$ cat src/rtl/serial_tx_queue.sv
// serial_tx_queue: byte FIFO buffering bursty writes ahead of the UART transmitter.
// Latency: a byte written into an empty queue is offered on tx_data one cycle later.
// Backpressure: write_ready low when full (writes then dropped, sticky overflow); output held until tx_ready.
// Optional: define SERIAL_TX_QUEUE_CRLF_EN to expand each stored 0x0A into the pair 0x0D, 0x0A.
module serial_tx_queue #(
  parameter int DEPTH = 16
) (
  input  logic                     clock,
  input  logic                     reset,
  input  logic [7:0]               write_data,
  input  logic                     write_enable,
  output logic                     write_ready,
  input  logic                     overflow_clear,
  output logic                     overflow,
  output logic [$clog2(DEPTH):0]   fifo_count,
  output logic [7:0]               tx_data,
  output logic                     tx_data_available,
  input  logic                     tx_ready
);

  localparam int PW = $clog2(DEPTH);
  localparam int CW = PW + 1;
  localparam logic [CW-1:0] FULL_CNT = CW'(DEPTH);

  logic [7:0]    mem_q [DEPTH];
  logic [PW-1:0] rd_ptr_q, rd_ptr_d;
  logic [PW-1:0] wr_ptr_q, wr_ptr_d;
  logic [CW-1:0] count_q, count_d;
  logic          overflow_q, overflow_d;

  logic          full;
  logic          empty;
  logic          push;
  logic          drop;
  logic          xfer;
  logic          pop;
  logic [7:0]    head;

  assign full  = (count_q == FULL_CNT);
  assign empty = (count_q == '0);
  assign head  = mem_q[rd_ptr_q];

  // Full is judged on the registered count, so a write while full is dropped
  // even when a pop frees a slot in the same cycle.
  assign push = write_enable && !full;
  assign drop = write_enable && full;
  assign xfer = tx_data_available && tx_ready;

`ifdef SERIAL_TX_QUEUE_CRLF_EN
  logic cr_sent_q, cr_sent_d;
  logic head_is_lf;

  assign head_is_lf = (head == 8'h0A);
  // An LF at the head is first offered as CR; only the second transfer retires it.
  assign pop        = xfer && (!head_is_lf || cr_sent_q);
  assign tx_data    = (head_is_lf && !cr_sent_q) ? 8'h0D : head;

  // Track whether the CR for the LF at the head has already gone out.
  always_comb begin
    cr_sent_d = cr_sent_q;
    if (xfer && head_is_lf && !cr_sent_q) begin
      cr_sent_d = 1'b1;
    end else if (pop) begin
      cr_sent_d = 1'b0;
    end
  end

  // CR-state register.
  always_ff @(posedge clock) begin
    if (reset) begin
      cr_sent_q <= 1'b0;
    end else begin
      cr_sent_q <= cr_sent_d;
    end
  end
`else
  assign pop     = xfer;
  assign tx_data = head;
`endif

  assign tx_data_available = !empty;
  assign write_ready       = !full;
  assign overflow          = overflow_q;
  assign fifo_count        = count_q;

  // Next-state for pointers, fill count and the sticky overflow flag.
  always_comb begin
    rd_ptr_d   = rd_ptr_q;
    wr_ptr_d   = wr_ptr_q;
    count_d    = count_q;
    overflow_d = overflow_q;

    if (push) begin
      wr_ptr_d = wr_ptr_q + PW'(1);
    end
    if (pop) begin
      rd_ptr_d = rd_ptr_q + PW'(1);
    end

    if (push && !pop) begin
      count_d = count_q + CW'(1);
    end else if (pop && !push) begin
      count_d = count_q - CW'(1);
    end

    // A drop in the same cycle as a clear leaves the flag set.
    if (drop) begin
      overflow_d = 1'b1;
    end else if (overflow_clear) begin
      overflow_d = 1'b0;
    end
  end

  // Control registers; reset discards everything buffered.
  always_ff @(posedge clock) begin
    if (reset) begin
      rd_ptr_q   <= '0;
      wr_ptr_q   <= '0;
      count_q    <= '0;
      overflow_q <= 1'b0;
    end else begin
      rd_ptr_q   <= rd_ptr_d;
      wr_ptr_q   <= wr_ptr_d;
      count_q    <= count_d;
      overflow_q <= overflow_d;
    end
  end

  // Storage array; contents need no reset since count gates visibility.
  always_ff @(posedge clock) begin
    if (!reset && push) begin
      mem_q[wr_ptr_q] <= write_data;
    end
  end

endmodule

$ cat config.mk
export PLATFORM = sky130hd
export DESIGN_NAME = serial_tx_queue
export DESIGN_NICKNAME = d
export VERILOG_FILES = /design/src/rtl/serial_tx_queue.sv
export SDC_FILE = /design/constraint.sdc
export NUM_CORES = 1
export LEC_CHECK = 0
export ABC_AREA = 1
export BUFFER_PORTS_ARGS = -buffer_cell sky130_fd_sc_hd__buf_2
export CORE_AREA = 2 2 109 111
export CTS_CLUSTER_SIZE = 8
export DETAILED_ROUTE_END_ITERATION = 10
export DIE_AREA = 0 0 111 113
export GPL_ROUTABILITY_DRIVEN = 1
export GPL_TIMING_DRIVEN = 0
export PLACE_DENSITY = 0.76
export SLEW_MARGIN = 20
export SYNTH_ARGS = -nofsm -noshare
export SYNTH_HDL_FRONTEND = slang
export SYNTH_SLANG_ARGS = --single-unit
$ cat constraint.sdc
create_clock -name clock -period 2.8 [get_ports clock]
set_input_delay 0.14 -clock clock [delete_from_list [all_inputs] [get_ports clock]]
set_output_delay 0.14 -clock clock [all_outputs]
set_load 0.02 [all_outputs]
==> flow_summary.json <==
{
  "hold_path_depth": 3,
  "yosys_cell_types": 23,
  "hold_violations": 0,
  "syn-mean-instance-area_sq_um": 9.90,
  "layout.cells.most_common": "sky130_fd_sc_hd__nand2_1",
  "crit_arrival_ps": 2670,
  "rr_endpoint": "fifo_count[3]",
  "place_worst_setup_slack_ps": 481,
  "grtUsageTotal_pct": 26.0,
  "maximum_number_of_pins_on_one_net_before_global_route_repair": 17,
  "timing.final.crit_period_ps": 2350,
  "static-leakage-power_nw": 3.31,
  "setup_violations": 0,
  "grt_pass1_vias": 4541,
  "timing.clock.skew_ps": 8.12,
  "syn-instance-count": 663,
  "floorplan_die_height_microns": 113,
  "critical_path_max_stage_delay_ps": 390,
  "htree_levels": 4,
  "cts-buffers-inserted": 17,
  "path_cells": "nor2_4, nand3_4, nand2_2, inv_4, ha_1, inv_1, ha_1, or2_2, nand3_1, nand2_1, o21ai_0, inv_1",
  "nets": 736,
  "ant_nets": 0,
  "net_count_after_synthesis": 686,
  "path_max_fanout": 7,
  "grt_setup_unrepaired": "no",
  "clk_latency_ps": 420,
  "cts_sinks": 146,
  "cts.root.buffer_cell": "sky130_fd_sc_hd__clkbuf_16",
  "maxSlewViolCount": 0,
  "synth-seq-area-share_pct": 64.0,
  "timing.setup.critical_path_class": "flop to flop",
  "final_min_period_over_clock_period_pct": 84.0,
  "drt_first_pass_iters": 5,
  "clk_buf_depth": 2,
  "ant_diodes": 0,
  "fin_worst_hold_slack_ps": 46.6,
  "vdd_drop_max_uv": 818,
  "run_status": "finished clean",
  "worst-path-buf-inv": 3,
  "final_core_density_pct": 67.1,
  "timing.reg2reg.worst_path_depth": 12,
  "hold_class": "input pin to flop",
  "worstReg2RegStart": "fifo_count[0]",
  "worst_path_cell_with_the_longest_stage_delay": "sky130_fd_sc_hd__dfxtp_1",
  "drt-wirelength-per-cell_microns": 17.6,
  "post-dp-hpwl_microns": 10300,
  "power_mw": 6.82,
  "timing.critical_path.to_type": "flop",
  "finish.cell_count_without_fillers": 869,
  "timing.hold.worst.start": "write_enable",
  "number_of_i_o_pins": 29,
  "post_cts_buffers": 0,
  "synth-seq-cells": 146,
  "floorplan.initialDensity_pct": 58.2,
  "remaining_drc_errors": 0,
  "detail_route.vias_per_cell": 5.32,
  "p_per_area_nw_per_um2": 902,
  "mostFrequentLayoutCells": "sky130_fd_sc_hd__nand2_1, sky130_fd_sc_hd__edfxtp_1, sky130_fd_sc_hd__inv_1",
  "share_of_post_route_cells_with_drive_strength_above_1_pct": 13.5,
  "cap_violations": 0,
  "grt_antenna_before_repair": 0,
  "tritoncts": "built",
  "area_growth_syn_to_layout_pct": 15.2,
  "timing.hold.worst_endpoint": "wr_ptr_q[2]",
  "fp.coreArea_sq_um": 11300,
  "kind_of_cell_adding_the_most_delay_to_the_critical_path": "simple AND/OR/NAND/NOR gates",
  "placementRows": 39,
  "setup_total_negative_slack_ps": 0,
  "dpl.cell_count": 834,
  "setup.worst_path.start_class": "flop",
  "postLayoutCellArea_sq_um": 7570,
  "synthesis.area_sq_um": 6570,
  "path_clk_slew_ps": 60,
  "yosysWarnings": 0,
  "fmaxAchievable_mhz": 425,
  "routabilityCongestion": 0.916,
  "vias": 4622,
  "grt.overflow.total": 0,
  "worst_slew_margin_rel_pct": 39.6,
  "tightestPinTransition_ps": 903,
  "numPortBuffers": 28,
  "route.final.wire_length_microns": 15300,
  "ff2ff_setup_slack_ps": 450,
  "design.die.area_sq_um": 12500,
  "fp.dieW_microns": 111,
  "grt_first_pass_wirelength_microns": 24200,
  "min_setup_slack_post_route_ps": 448,
  "cp.required_ps": 3110,
  "dpl-instance-area_sq_um": 6880,
  "dr.first_iter.drc_count": 384
}
layout make-up:
cell class / count / area, sq um
Sequential cell: 146 / 4200
Fill cell: 871 / 3710
Multi-Input combinational cell: 374 / 1740
Inverter: 118 / 445
Clock buffer: 19 / 443
Clock inverter: 13 / 209
Tap cell: 143 / 179
Buffer: 25 / 178
Timing Repair Buffer: 31 / 170
state kept, by name, summed over array words and instances, names as in the netlist, named ones only:
name and count:
rd_ptr_q 4, mem_q 128, fifo_count 5, overflow 1, wr_ptr_q 4
power by group:
part,internal [mW],total [mW],switching (mW),leakage [nW]
Clock,1.60,2.48,0.874,0.309
Combinational,0.593,1.80,1.20,1.70
Sequential,2.46,2.55,0.0912,1.30
cells by family (layout without fill, tap and decap cells):
kind of cell / after synthesis / in the layout / share of synthesized area (%)
and+or+nand+nor: 346 / 346 / 22.9
DFF: 146 / 146 / 64.0
buffers and inverters: 143 / 206 / 9.49
AOI/OAI and AO/OA: 15 / 15 / 1.14
adders and majority gates: 10 / 10 / 2.02
xor gates and xnor gates: 3 / 3 / 0.400
synthesized netlist by cell type, drive strengths merged:
cell | n | area [sq um]
a21oi | 7 | 35.0
edfxtp | 128 | 3840
inv | 118 | 445
nand4 | 2 | 12.5
nand3 | 108 | 566
nor2 | 40 | 165
buf | 23 | 170
nand2 | 194 | 748
dfxtp | 18 | 360
or2 | 2 | 12.5
xor2 | 3 | 26.3
ha | 9 | 113
fa | 1 | 20.0
o21ai | 8 | 40.0
clkbuf | 2 | 7.51
worst max path at each step:
stage | cells after the start | slack (ps) | from | to
global route | 12 | 230 | fifo_count[0] | fifo_count[3]
floorplan | 12 | 550 | fifo_count[0] | fifo_count[3]
global placement | 12 | 560 | fifo_count[0] | fifo_count[3]
CTS | 12 | 460 | fifo_count[0] | fifo_count[3]
detailed placement | 12 | 480 | fifo_count[0] | fifo_count[3]
finish | 12 | 450 | fifo_count[0] | fifo_count[3]
worst register-to-register path: cells and delay by family (launching register included):
kind,cells,cell delay (ps)
buf+inv,3,290
fa+ha+maj,2,520
flops,1,390
simple gates,6,890
compound gates,1,150
what timing repair did:
item | CTS | global route
endpoints found under the hold margin | 2 | 0
endpoints found under the setup margin | 0 | 0
hold buffers | 3 | 0
gates resized for setup | 0 | 0
layer usage:
| metal | part of all wire, % | global-route usage, % |
|---|---|---|
| met5 | 0 | 0 |
| met4 | 3.3 | 10.5 |
| met3 | 7.8 | 5.68 |
| met2 | 47 | 42.2 |
| met1 | 41 | 34.6 |
(Power assumes the default switching activity.)
